`src/rtl/mux_t_be_t_n.sv`:
```
// Multi-channel race-logic mux: each channel picks one edge-coded input per gamma cycle,
// re-emits its first rising edge and reports the edge time. Optional build macro: MUX_PULSE_OUT_EN.
module mux_t_be_t_n #(
    parameter int GAMMA_CYCLE_WIDTH = 16,
    parameter int PULSE_WIDTH       = 8,
    parameter int NUM_INPUTS        = GAMMA_CYCLE_WIDTH,
    parameter int NUM_CHANNELS      = 4,
    parameter int SELECT_WIDTH      = $clog2(NUM_INPUTS),
    parameter int TIME_WIDTH        = $clog2(GAMMA_CYCLE_WIDTH + 1)
) (
    input  logic                                 aclk,
    input  logic                                 grst_n,
    input  logic                                 gamma_start,
    input  logic [NUM_INPUTS-1:0]                inputs,
    input  logic [NUM_CHANNELS*SELECT_WIDTH-1:0] select,
    output logic [NUM_CHANNELS-1:0]              out,
    output logic [NUM_CHANNELS*TIME_WIDTH-1:0]   out_time,
    output logic                                 out_valid,
    output logic                                 busy
);

    localparam int SEL_SPAN = 1 << SELECT_WIDTH;
    localparam logic [TIME_WIDTH-1:0] TIME_INF = TIME_WIDTH'(GAMMA_CYCLE_WIDTH);

    typedef enum logic [1:0] {
        CH_IDLE,
        CH_ARMED,
        CH_FIRED
    } ch_state_t;

    logic [TIME_WIDTH-1:0] tick_reg;
    logic                  busy_reg;
    logic                  out_valid_reg;
    logic                  close_evt;
    logic                  sample_evt;
    logic [SEL_SPAN-1:0]   inputs_pad;

    // Out-of-range selects land on the zero padding, so such channels never fire.
    assign inputs_pad = SEL_SPAN'(inputs);

    // tick reaching GAMMA_CYCLE_WIDTH marks the close edge that follows the last sample.
    assign close_evt  = busy_reg && (gamma_start || (tick_reg == TIME_INF));
    assign sample_evt = busy_reg && !gamma_start && (tick_reg != TIME_INF);

    always_ff @(posedge aclk or negedge grst_n) begin
        if (!grst_n) begin
            tick_reg      <= '0;
            busy_reg      <= 1'b0;
            out_valid_reg <= 1'b0;
        end else begin
            out_valid_reg <= close_evt;
            if (gamma_start) begin
                tick_reg <= '0;
                busy_reg <= 1'b1;
            end else if (busy_reg) begin
                if (tick_reg == TIME_INF) begin
                    busy_reg <= 1'b0;
                end else begin
                    tick_reg <= tick_reg + TIME_WIDTH'(1);
                end
            end
        end
    end

    assign busy      = busy_reg;
    assign out_valid = out_valid_reg;

    genvar gi;
    generate
        for (gi = 0; gi < NUM_CHANNELS; gi++) begin : g_ch
            ch_state_t               state_reg;
            ch_state_t               state_next;
            logic [SELECT_WIDTH-1:0] sel_reg;
            logic [TIME_WIDTH-1:0]   cap_reg;
            logic [TIME_WIDTH-1:0]   time_reg;
            logic                    out_reg;
            logic                    fire;

            always_comb begin
                state_next = state_reg;
                fire       = 1'b0;
                if (gamma_start) begin
                    state_next = CH_ARMED;
                end else begin
                    case (state_reg)
                        CH_ARMED: begin
                            if (close_evt) begin
                                state_next = CH_IDLE;
                            end else if (sample_evt && inputs_pad[sel_reg]) begin
                                state_next = CH_FIRED;
                                fire       = 1'b1;
                            end
                        end
                        CH_FIRED: begin
                            if (close_evt) begin
                                state_next = CH_IDLE;
                            end
                        end
                        default: state_next = state_reg;
                    endcase
                end
            end

            // cap_reg starts at INF each cycle, so publishing it on close covers unfired channels.
            always_ff @(posedge aclk or negedge grst_n) begin
                if (!grst_n) begin
                    state_reg <= CH_IDLE;
                    sel_reg   <= '0;
                    cap_reg   <= TIME_INF;
                    time_reg  <= TIME_INF;
                end else begin
                    state_reg <= state_next;
                    if (close_evt) begin
                        time_reg <= cap_reg;
                    end
                    if (gamma_start) begin
                        sel_reg <= select[gi*SELECT_WIDTH +: SELECT_WIDTH];
                        cap_reg <= TIME_INF;
                    end else if (fire) begin
                        cap_reg <= tick_reg;
                    end
                end
            end

`ifdef MUX_PULSE_OUT_EN
            localparam int PCW = $clog2(PULSE_WIDTH + 1);
            logic [PCW-1:0] pulse_cnt_reg;

            always_ff @(posedge aclk or negedge grst_n) begin
                if (!grst_n) begin
                    out_reg       <= 1'b0;
                    pulse_cnt_reg <= '0;
                end else if (gamma_start) begin
                    out_reg       <= 1'b0;
                    pulse_cnt_reg <= '0;
                end else if (fire) begin
                    out_reg       <= 1'b1;
                    pulse_cnt_reg <= PCW'(PULSE_WIDTH - 1);
                end else if (out_reg) begin
                    if (pulse_cnt_reg == '0) begin
                        out_reg <= 1'b0;
                    end else begin
                        pulse_cnt_reg <= pulse_cnt_reg - PCW'(1);
                    end
                end
            end
`else
            always_ff @(posedge aclk or negedge grst_n) begin
                if (!grst_n) begin
                    out_reg <= 1'b0;
                end else if (gamma_start) begin
                    out_reg <= 1'b0;
                end else if (fire) begin
                    out_reg <= 1'b1;
                end
            end
`endif

            assign out[gi]                             = out_reg;
            assign out_time[gi*TIME_WIDTH +: TIME_WIDTH] = time_reg;
        end
    endgenerate

endmodule

```
`config.mk`:
```
export PLATFORM = sky130hd
export DESIGN_NAME = mux_t_be_t_n
export DESIGN_NICKNAME = d
export VERILOG_FILES = /design/src/rtl/mux_t_be_t_n.sv
export SDC_FILE = /design/constraint.sdc
export NUM_CORES = 1
export LEC_CHECK = 0
export CAP_MARGIN = 20
export CELL_PAD_IN_SITES_DETAIL_PLACEMENT = 2
export CELL_PAD_IN_SITES_GLOBAL_PLACEMENT = 2
export CORE_ASPECT_RATIO = 0.7
export CORE_MARGIN = 1
export CORE_UTILIZATION = 37
export CTS_BUF_LIST = sky130_fd_sc_hd__clkbuf_8 sky130_fd_sc_hd__clkbuf_16
export CTS_CLUSTER_SIZE = 20
export DETAILED_ROUTE_END_ITERATION = 10
export GPL_TIMING_DRIVEN = 0
export PLACE_DENSITY_LB_ADDON = 0.1
export SYNTH_ARGS = -nofsm -noshare
export SYNTH_HDL_FRONTEND = slang
export SYNTH_SLANG_ARGS = --single-unit
```
`constraint.sdc`:
```
create_clock -name aclk -period 7.1 [get_ports aclk]
set_clock_uncertainty 0.05 [all_clocks]
set_input_delay 0.71 -clock aclk [delete_from_list [all_inputs] [get_ports aclk]]
set_output_delay 0.71 -clock aclk [all_outputs]
set_load 0.02 [all_outputs]
```
---- Word level (Yosys, flattened, before mapping) ----
Cells that the tools add are included.
cells by class
  add/subtract/negate cells ............... 1
  magnitude comparators ................... 4
  equal/unequal tests ..................... 19
  mux-type cells .......................... 63
  reductions and logical operators ........ 23
operator list
  operator                                                     number
  two-way mux 5 bit                                            11
  two-way mux 1 bit                                            31
  two-way mux 2 bit                                            13
  less-than comparator 4 x 5 -> 1 bit (second input constant)  4
  binary-select mux 1 bit (select 4 bit)                       4
  != test 4 bit (second input constant)                        4
  one-hot mux 2 bit (2 select lines)                           4
  != test 3 bit (second input constant)                        4
  AND reduction 3 bit                                          4
  nonzero test 3 bit                                           4
  nonzero test 2 bit                                           5
  equality test 2 x 1 -> 1 bit (second input constant)         4
  equality test 2 bit (second input constant)                  4
  logical AND 1 bit                                            7
  adder 5 x 1 -> 5 bit (second input constant)                 1
  equality test 5 bit (second input constant)                  1
  != test 5 bit (second input constant)                        1
  != test 2 bit (second input constant)                        1
  AND reduction 2 bit                                          1
  logical NOT 1 bit                                            1
  logical OR 1 bit                                             1
storage, ports and cells
  flip-flop bits (word level) ............. 75
  input bits .............................. 35
  output and inout bits ................... 26
  logic and storage cells ................. 133

---- Depth between registers and ports, before layout ----
Gate-level depths: netlist (run 1).
  word-level depth ........................ 10
  gate-level depth with buffers ........... 7
  depth with buffers taken out ............ 7

---- Worst setup path before layout (run 1) ----
No wires, ideal clock.
  kind .................................... register to register
  start point ............................. register tick_reg[0]
  end point ............................... register g_ch[0].cap_reg[1]
  library setup time ...................... 0.136 ns
  arrival time ............................ 2.126 ns
  data required time ...................... 6.914 ns
  slack ................................... 4.788 ns
  cell stages (with the launch flop) ...... 8
  path buffers ............................ 0
  clock period less this slack ............ 2.312 ns
  cell sequence ........................... dfrtp_1 -> inv_1 -> ha_1 -> nor4bb_2 -> or4b_4 -> or4_4 -> nand3_1 -> a21oi_1
on the way
  cells in the longest elaborated chain, start to end .. 8
  elaborated cells on any way between the ends .. 11
  classes of those cells .................. eq/ne (2); mux (4); reduce/logical (5)
ends and longest elaborated chain
  item                              RTL line  source
  start, declared                   31        logic [TIME_WIDTH-1:0] tick_reg;
  start signal, assigned            59        tick_reg <= tick_reg + TIME_WIDTH'(1);
  != test 5 bit                     43        assign sample_evt = busy_reg && !gamma_start && (tick_reg != TIME_INF);
  logical AND 1 bit                 43
  logical AND 1 bit                 89        end else if (sample_evt && inputs_pad[sel_reg]) begin
  two-way mux 1 bit                 89
  two-way mux 1 bit (*)             87        if (close_evt) begin
  two-way mux 1 bit (*)             85        case (state_reg)
  two-way mux 1 bit (*)             82        if (gamma_start) begin
  nonzero test 2 bit (no line) (*)  n/a
  end signal, assigned              120       cap_reg <= tick_reg;
  end, declared                     74        logic [TIME_WIDTH-1:0] cap_reg;
Every way passes the cells marked *; elsewhere a longest branch is shown, timed or not.
A chain may end at the register's enable or synchronous reset.

---- Worst setup path after layout (run 1) ----
  start point ............................. register tick_reg[1]
  end point ............................... register g_ch[3].time_reg[0]
on the way
  cells in the longest elaborated chain, start to end .. 3
ends and longest elaborated chain
  item                  RTL line  source
  equality test 5 bit   42        assign close_evt = busy_reg && (gamma_start || (tick_reg == TIME_INF));
  logical OR 1 bit      42
  logical AND 1 bit     42
  end signal, assigned  114       time_reg <= cap_reg;
  end, declared         75        logic [TIME_WIDTH-1:0] time_reg;
No other way between the ends.

==> flow_summary_export.csv, run 1 <==
group,metric,value,unit
die,core-area,0.00976,sq mm
synth,synth_flop_cell,"dfrtp_1",
die,initial_core_util,0.383,
routing,drc,0,
global_route,grt_start_max_net_pins,57,
placement,globalplace.congestion,0.851,
layout,syn2layout_area_growth,30.2,%
setup_path,cp_data_arrival_time,3.22,ns
power,vdd_drop_max,0.117,mV
clocking,cts_tree,"built",
setup_path,rr_worst_depth,6,
die,dieHeight,86.1,microns
flow_run,maxCapViolations,0,
die,num_io_pins,61,
routing,vias,3043,
sta,fmax,0.328,GHz
layout,final_nets,451,
global_route,grt_pass1_wl,18500,microns
sta,slew_headroom,0.377,
clocking,clock-root-buffer,"clkbuf_16",
clocking,clk-insertion-delay-late,0.34,ns
power,clkPwrFrac,0.408,
synth,synth_nets,379,
power,p_seq_frac,0.400,
sta,worst_pin_slew,0.925,ns
routing,wire_per_inst,20.8,microns
clocking,postCtsResizedCells,0,
power,p_sw_frac,0.269,
power,p_leak,0.00211,uW
setup_path,reg2reg_slack,4.05,ns
die,die_x,122,microns
setup_path,worst-path-max-fanout,10,
layout,n_antenna_cell,0,
routing,ant_nets,0,
setup_path,r2r-end,"g_ch[3].time_reg[0]$_DFFE_PN0P_",
global_route,track_usage,0.241,
clocking,clk_path_buf_depth,2,
status,status,"finished clean",
setup_path,cp-start-kind,"register",
sta,timing.final.ws_setup,4.05,ns
synth,syn_area_per_cell,10.9,sq um
global_route,grt_pass1_vias,3386,
power,combPwrFrac,0.192,
die,rows,30,
setup_path,end_kind,"register",
sta,fin_crit,3.05,ns
clocking,postCtsSetupRepairBufs,0,
power,powerDensity,267,mW/mm^2
layout,drive_gt1_frac,0.172,
routing,post_drt_via_cell_ratio,5.56,
sta,rsz0062_at_grt,"no",
power,switchingPower,350,uW
synth,synthCells,342,
global_route,grt_overflow,0,
global_route,antenna_found_initial,0,
placement,post-place-ws,3.95,ns
synth,yosys_register_bits,75,
sta,maxSlewViolCount,0,
min_path,hold_class,"in -> async",
layout,mostFrequentLayoutCell,"dfrtp_1",
sta,period_share,0.429,
clocking,clk_pin_slew_worst_paths,0.06,ns
synth,synth-warning-count,0,
setup_path,worstPathRequired,7.27,ns
routing,drtIter0Drc,168,
clocking,cts_htree_levels,3,
synth,synthDistinctLibCells,46,
clocking,cts_sinks,75,
synth,synth-edff-count,0,
sta,hold_violations,0,
routing,wirelength,11400,microns
clocking,cts_hold_buf,0,
routing,first_pass_iters,4,
clocking,cts_inserted_buffers,9,
placement,dp.final_hpwl,8490,microns
sta,setup_viol,0,
layout,layout_common_cells,"dfrtp_1 (67), clkdlybuf4s50_1 (59), nand2_1 (38)",
placement,numPortBuffers,60,
sta,tns,0,ns
setup_path,r2r_start,"tick_reg[1]$_DFFE_PN0P_",
power,intPower,950,uW
die,dieArea,0.0105,sq mm
synth,synth.yosys.seq_area_share,0.505,
synth,async_flop_share,1.00,
synth,syn_area,0.00374,sq mm
setup_path,path_class,"reg -> reg",
-- synth_stat cells (3+ instances only) --
| library cell | instances | area (sq um) |
|---|---|---|
| dfrtp_1 | 67 | 1680 |
| nand2_1 | 38 | 143 |
| mux2_2 | 27 | 304 |
| nor2_1 | 23 | 86.3 |
| a21oi_1 | 22 | 110 |
| mux2i_1 | 21 | 210 |
| o21ai_0 | 19 | 95.1 |
| nand3_1 | 17 | 85.1 |
| nand2b_1 | 12 | 75.1 |
| clkbuf_1 | 9 | 33.8 |
| inv_1 | 9 | 33.8 |
| dfstp_2 | 8 | 210 |
| mux4_2 | 8 | 180 |
| nor2b_1 | 6 | 37.5 |
| nand4_1 | 5 | 31.3 |
| buf_4 | 4 | 30.0 |
| nor3_1 | 4 | 20.0 |
| xnor2_1 | 4 | 35.0 |
| a21boi_0 | 3 | 22.5 |
| buf_2 | 3 | 15.0 |
| o21a_1 | 3 | 22.5 |
-- worst max-delay path by stage --
stage	startpoint	endpoint	slack (ns)
finish	tick_reg[1]$_DFFE_PN0P_	g_ch[3].time_reg[0]$_DFFE_PN0P_	4.05
global route	tick_reg[0]$_DFFE_PN0P_	g_ch[3].time_reg[0]$_DFFE_PN0P_	3.92
CTS	tick_reg[0]$_DFFE_PN0P_	g_ch[3].time_reg[0]$_DFFE_PN0P_	4.07
detailed placement	gamma_start	g_ch[3].time_reg[0]$_DFFE_PN0P_	3.95
global placement	grst_n	g_ch[2].time_reg[0]$_DFFE_PN0P_	2.48
floorplan	tick_reg[0]$_DFFE_PN0P_	g_ch[0].cap_reg[1]$_DFFE_PN0P_	4.79
-- metal layers --
metal / vias to the layer above / routed length [microns] / track usage
met4: 0 / 227 / 0.0820
met3: 19 / 380 / 0.0505
li1: 1369 / - / -
met1: 1592 / 5380 / 0.327
met2: 63 / 5400 / 0.385
met5: - / 0 / 0
-- metrics by stage --
stage / std cells / power [uW] / utilization / hold WS (ns) / cell area [sq um]
floorplan: 342 / 664 / - / 0.364 / 3740
global placement: 530 / 758 / 0.461 / 0.399 / 4500
detailed placement: 531 / 775 / 0.463 / 0.402 / 4520
CTS: 547 / 1320 / 0.499 / 0.203 / 4870
global route: 547 / 1350 / 0.499 / 0.213 / 4870
finish: 547 / 1300 / 0.499 / 0.205 / 4870
-- critical path: stages (launching register included) --
cell	delay, ns
dfrtp_1	0.56
inv_1	0.12
ha_1	0.23
nor4bb_2	0.23
o21ai_1	0.73
clkbuf_1	0.58
mux2_2	0.41
-- cell type report --
| class | instances | area (sq um) |
|---|---|---|
| Clock buffer | 10 | 239 |
| Tap cell | 128 | 160 |
| Buffer | 18 | 86.3 |
| Multi-Input combinational cell | 239 | 1730 |
| Fill cell | 1042 | 4890 |
| Sequential cell | 75 | 1890 |
| Timing Repair Buffer | 61 | 626 |
| Inverter | 10 | 37.5 |
| Clock inverter | 6 | 104 |
-- cell families after synthesis --
group                    after synthesis  share of synthesized area
adder cells (fa/ha/maj)                2                    0.00669
AND/OR/NAND/NOR                      116                      0.161
XOR/XNOR                               4                    0.00937
multiplexers                          56                      0.186
buffers and inverters                 28                     0.0331
flip-flops                            75                      0.505
AO/OA/AOI/OAI                         61                     0.0988
-- power groups by stage --
| stage | combinational [uW] | clock (uW) | sequential [uW] |
|---|---|---|---|
| global placement | 237 | 0 | 521 |
| CTS | 253 | 544 | 519 |
| finish | 250 | 530 | 519 |
| detailed placement | 250 | 0 | 525 |
| global route | 273 | 555 | 525 |
| floorplan | 140 | 0 | 524 |
Power figures use the tool's default switching activity.
==> run 2, diff against run 1 <==
--- a/config.mk
+++ b/config.mk
@@ -10,7 +10,7 @@
 export CELL_PAD_IN_SITES_GLOBAL_PLACEMENT = 2
 export CORE_ASPECT_RATIO = 0.7
 export CORE_MARGIN = 1
-export CORE_UTILIZATION = 37
+export CORE_UTILIZATION = 31
 export CTS_BUF_LIST = sky130_fd_sc_hd__clkbuf_8 sky130_fd_sc_hd__clkbuf_16
 export CTS_CLUSTER_SIZE = 20
 export DETAILED_ROUTE_END_ITERATION = 10
==> constraint.sdc (replaced) <==
create_clock -name aclk -period 2.8 [get_ports aclk]
set_clock_uncertainty 0.05 [all_clocks]
set_input_delay 0.28 -clock aclk [delete_from_list [all_inputs] [get_ports aclk]]
set_output_delay 0.28 -clock aclk [all_outputs]
set_load 0.02 [all_outputs]
==> flow_summary_export.csv, run 2 (same netlist as run 1, synthesis figures left out) <==
group,metric,value,unit
die,die_x,133,microns
clocking,cts_htree_levels,3,
global_route,track_usage,0.196,
layout,n_antenna_cell,0,
flow_run,maxCapViolations,0,
layout,syn2layout_area_growth,31.4,%
global_route,grt_overflow,0,
layout,final_core_util,0.419,
sta,period_share,0.964,
clocking,clk_pin_slew_worst_paths,0.06,ns
placement,placed_cells,560,
routing,wire_per_inst,19.0,microns
placement,dp.final_hpwl,8170,microns
routing,wirelength,11000,microns
sta,fmax,0.371,GHz
setup_path,path_class,"reg -> reg",
routing,ant_nets,0,
setup_path,cp-start-kind,"register",
clocking,clk_path_buf_depth,2,
setup_path,worstPathRequired,2.94,ns
power,powerDensity,654,mW/mm^2
setup_path,worst-path-max-fanout,7,
status,status,"complete, but fails checks",
clocking,postCtsSetupRepairBufs,0,
routing,vias,2976,
die,num_io_pins,61,
sta,hold_violations,0,
routing,highest_layer,"met4",
layout,mostFrequentLayoutCell,"dfrtp_1",
routing,dr_wl_met2,4880,microns
clocking,clock-root-buffer,"clkbuf_16",
clocking,cts_sinks,75,
die,rows,33,
routing,post_drt_via_cell_ratio,5.16,
layout,final_nets,452,
setup_path,end_kind,"register",
routing,drtIter0Drc,163,
die,core-area,0.0117,sq mm
layout,layout_common_cells,"dfrtp_1 (67), clkdlybuf4s50_1 (59), nand2_1 (38)",
power,p_leak,0.00211,uW
placement,globalplace.congestion,0.766,
routing,drc,2,
routing,wl_met1,5440,microns
sta,slew_headroom,0.432,
die,initial_core_util,0.319,
setup_path,cp_data_arrival_time,2.84,ns
placement,numPortBuffers,60,
power,report.power.total,3210,uW
die,dieArea,0.0125,sq mm
sta,worst_pin_slew,0.843,ns
global_route,grt_start_max_net_pins,59,
sta,fin_crit,2.70,ns
global_route,grt_pass1_vias,3257,
routing,wl_met3,503,microns
power,vdd_drop_max,0.375,mV
sta,maxSlewViolCount,0,
clocking,cts_inserted_buffers,9,
min_path,hold_class,"in -> async",
routing,first_pass_iters,7,
die,dieHeight,93.9,microns
global_route,antenna_found_initial,0,
sta,rsz0062_at_grt,"no",
global_route,grt_pass1_wl,18100,microns
status,violations,"DRC",
layout,drive_gt1_frac,0.179,
sta,setup_viol,0,
clocking,cts_tree,"built",
layout,fin_cells,577,
clocking,clk-insertion-delay-late,0.34,ns
-- run 2: changes by cell type in the layout (fill, tap and decap cells not counted), sizes merged --
cell,change
bufinv,-1
clkinvlp,+1
dlygate4sd3,+1
-- run 2: path summary, 6_finish.rpt --
check                                                from                              end  slack, ns  cells past startpoint
max                               tick_reg[1]$_DFFE_PN0P_   g_ch[0].cap_reg[1]$_DFFE_PN0P_       0.10                      7
min                                                grst_n   g_ch[3].sel_reg[1]$_DFFE_PN0P_       0.32                      2
max reg2reg                       tick_reg[1]$_DFFE_PN0P_   g_ch[0].cap_reg[1]$_DFFE_PN0P_       0.10                      7
min reg2reg                g_ch[2].cap_reg[4]$_DFFE_PN1P_  g_ch[2].time_reg[4]$_DFFE_PN1P_       0.41                      2
max in group asynchronous                          grst_n  g_ch[2].time_reg[4]$_DFFE_PN1P_       1.74                      3
min in group aclk          g_ch[2].cap_reg[4]$_DFFE_PN1P_  g_ch[2].time_reg[4]$_DFFE_PN1P_       0.41                      2
-- run 2: power breakdown --
group	internal (uW)	leakage (uW)	switching, uW
combinational	305	0.000997	324
sequential	1220	0.000952	93.5
clock	799	0.000160	472
total	2320	0.00211	890
-- run 2: cell type report --
type	instances	area [sq um]
timing repair buffer	62	636
buffer	18	87.6
tap	157	196
clock buffer	10	239
clock inverter	6	81.3
multi-input combinational	239	1750
inverter	10	37.5
sequential	75	1890
fill	1248	6820
-- run 2: metrics by stage --
stage / TNS [ns] / cell area [sq um] / hold WS, ns / worst slack, ns
2_1_floorplan: 0 / 3740 / -0.0656 / 0.488
3_3_place_gp: -106.18 / 4530 / 0.399 / -1.51
3_5_place_dp: -1.55 / 4560 / 0.138 / -0.198
4_1_cts: 0 / 4890 / 0.324 / 0.0392
5_1_grt: 0 / 4910 / 0.337 / 0.0281
6_report: 0 / 4910 / 0.318 / 0.101
-- run 2: critical path: stages, from the launching register on --
cell      delay (ns)
dfrtp_1         0.56
inv_1           0.12
ha_1            0.23
nor4bb_4        0.19
or4b_4          0.57
or4_4           0.61
nand3_1         0.12
a21oi_1         0.09
-- run 2: repair_timing --
item	CTS	global route
cloned	0	0
setup endpoints to repair	13	20
hold buffers	1	0
hold endpoints to repair	17	0
resized for setup	1	4
-- run 2: per-layer routing --
layer / GRT usage / vias to the layer above
met1: 0.272 / 1536
met5: 0 / -
met2: 0.308 / 61
met3: 0.0378 / 13
met4: 0.0587 / 0
li1: - / 1366
==> run 3, diff against run 2 <==
--- a/config.mk
+++ b/config.mk
@@ -15,7 +15,7 @@
 export CTS_CLUSTER_SIZE = 20
 export DETAILED_ROUTE_END_ITERATION = 10
 export GPL_TIMING_DRIVEN = 0
-export PLACE_DENSITY_LB_ADDON = 0.1
+export PLACE_DENSITY = 0.75
 export SYNTH_ARGS = -nofsm -noshare
 export SYNTH_HDL_FRONTEND = slang
 export SYNTH_SLANG_ARGS = --single-unit
==> flow_summary_export.csv, run 3 (same netlist as run 1, synthesis figures left out) <==
group,metric,value,unit
status,status,"finished clean",
clocking,clk_path_buf_depth,2,
die,initial_core_util,0.319,
global_route,grt_pass1_vias,3415,
clocking,clock-root-buffer,"clkbuf_16",
setup_path,cp-start-kind,"register",
layout,drive_gt1_frac,0.181,
setup_path,worstPathRequired,2.94,ns
layout,layout_common_cells,"dfrtp_1 (67), clkdlybuf4s50_1 (59), nand2_1 (38)",
routing,drtIter0Drc,118,
clocking,clk-insertion-delay-late,0.34,ns
routing,ant_nets,0,
power,vdd_drop_max,0.329,mV
clocking,postCtsSetupRepairBufs,0,
global_route,track_usage,0.206,
die,num_io_pins,61,
layout,mostFrequentLayoutCell,"dfrtp_1",
placement,dp.final_hpwl,8630,microns
global_route,grt_overflow,0,
setup_path,r2r_start,"tick_reg[0]$_DFFE_PN0P_",
setup_path,cpPeakStageDelay,0.60,ns
placement,placed_cells,560,
power,powerDensity,678,mW/mm^2
routing,post_drt_via_cell_ratio,5.22,
layout,syn2layout_area_growth,32.5,%
sta,fmax,0.371,GHz
power,report.power.total,3360,uW
setup_path,worstPathCellList,"inv_1 > ha_1 > nor4bb_4 > or4b_4 > or4_4 > nand3_1 > a21oi_1",
die,core-area,0.0117,sq mm
sta,fin_crit,2.70,ns
die,rows,33,
sta,worst_pin_slew,0.725,ns
setup_path,path_buf_inv,1,
sta,period_share,0.964,
flow_run,maxCapViolations,0,
routing,wirelength,11700,microns
global_route,grt_start_max_net_pins,62,
setup_path,crit_path_top_delay_cell,"or4_4",
routing,first_pass_iters,4,
power,p_leak,0.00213,uW
sta,setup_viol,0,
setup_path,rr_worst_depth,7,
global_route,grt_util_met2,0.338,
clocking,cts_tree,"built",
global_route,grtUsageMet3,0.0388,
die,dieArea,0.0125,sq mm
setup_path,reg2reg_slack,0.10,ns
setup_path,cp_top_family,"simple AND/OR/NAND/NOR gates",
sta,rsz0062_at_grt,"no",
sta,hold_slack,0.308,ns
global_route,antenna_found_initial,0,
global_route,top_usage_layer,"met2",
placement,globalplace.congestion,0.821,
routing,drc,0,
setup_path,worst-path-max-fanout,6,
die,dieHeight,93.9,microns
min_path,hold_class,"in -> async",
clocking,clk_pin_slew_worst_paths,0.06,ns
die,die_x,133,microns
routing,vias,3010,
global_route,use_met1,0.280,
global_route,grt_pass1_wl,19000,microns
clocking,cts_htree_levels,3,
placement,numPortBuffers,60,
sta,slew_headroom,0.512,
layout,n_antenna_cell,0,
clocking,cts_inserted_buffers,9,
sta,hold_violations,0,
setup_path,r2r-end,"g_ch[0].cap_reg[1]$_DFFE_PN0P_",
setup_path,end_kind,"register",
layout,final_nets,452,
setup_path,path_class,"reg -> reg",
clocking,cts_sinks,75,
setup_path,cp_data_arrival_time,2.84,ns
layout,fillers,1237,
sta,maxSlewViolCount,0,
layout,fin_cells,577,
routing,wire_per_inst,20.2,microns
-- run 3: cell types whose count changed in the layout (fill, tap and decap cells not counted) --
cell,delta
clkinvlp_4,-1
bufinv_16,+1
inv_1,-1
clkbuf_8,+2
clkinv_2,-1
-- run 3: metrics by stage --
step	util	setup slack (ns)	area, sq um	setup TNS (ns)
2_1_floorplan	-	0.488	3740	0
3_3_place_gp	0.387	-1.38	4530	-96.32
3_5_place_dp	0.389	-0.247	4560	-2.71
4_1_cts	0.422	0.0699	4950	0
5_1_grt	0.422	0.0213	4950	0
6_report	0.422	0.101	4950	0
-- run 3: area by class of cell --
class	count	area, sq um	area share
Buffer	18	87.6	0.0177
Clock buffer	12	267	0.0538
Clock inverter	4	95.1	0.0192
Inverter	10	37.5	0.00758
Multi-Input combinational cell	239	1750	0.353
Sequential cell	75	1890	0.381
Tap cell	157	196	0.0397
Timing Repair Buffer	62	636	0.128
-- run 3: where the power goes --
part / internal [uW] / total (uW) / leakage, uW / switching, uW
registers: 1220 / 1320 / 0.000952 / 100
logic: 305 / 639 / 0.000997 / 333
clock network: 942 / 1400 / 0.000179 / 460
-- run 3: per-layer routing --
metal  up-vias  share of wire
met2        44           0.47
li1       1367              -
met1      1589           0.50
met3        10          0.025
met5         -              0
met4         0          0.011
-- run 3: worst max-delay path by stage --
stage | startpoint | endpoint | slack [ns] | cells past startpoint
global route | tick_reg[0]$_DFFE_PN0P_ | g_ch[0].cap_reg[4]$_DFFE_PN1P_ | 0.02 | 7
global placement | grst_n | g_ch[2].time_reg[1]$_DFFE_PN0P_ | -1.38 | 1
CTS | tick_reg[1]$_DFFE_PN0P_ | g_ch[1].time_reg[3]$_DFFE_PN0P_ | 0.07 | 6
floorplan | tick_reg[0]$_DFFE_PN0P_ | g_ch[0].cap_reg[1]$_DFFE_PN0P_ | 0.49 | 7
detailed placement | tick_reg[0]$_DFFE_PN0P_ | g_ch[1].time_reg[3]$_DFFE_PN0P_ | -0.25 | 6
finish | tick_reg[0]$_DFFE_PN0P_ | g_ch[0].cap_reg[1]$_DFFE_PN0P_ | 0.10 | 7
-- run 3: what timing repair did --
action,CTS,global route
hold endpoints to repair,14,0
resized for setup,3,2
setup endpoints to repair,26,8
hold buffers,1,0
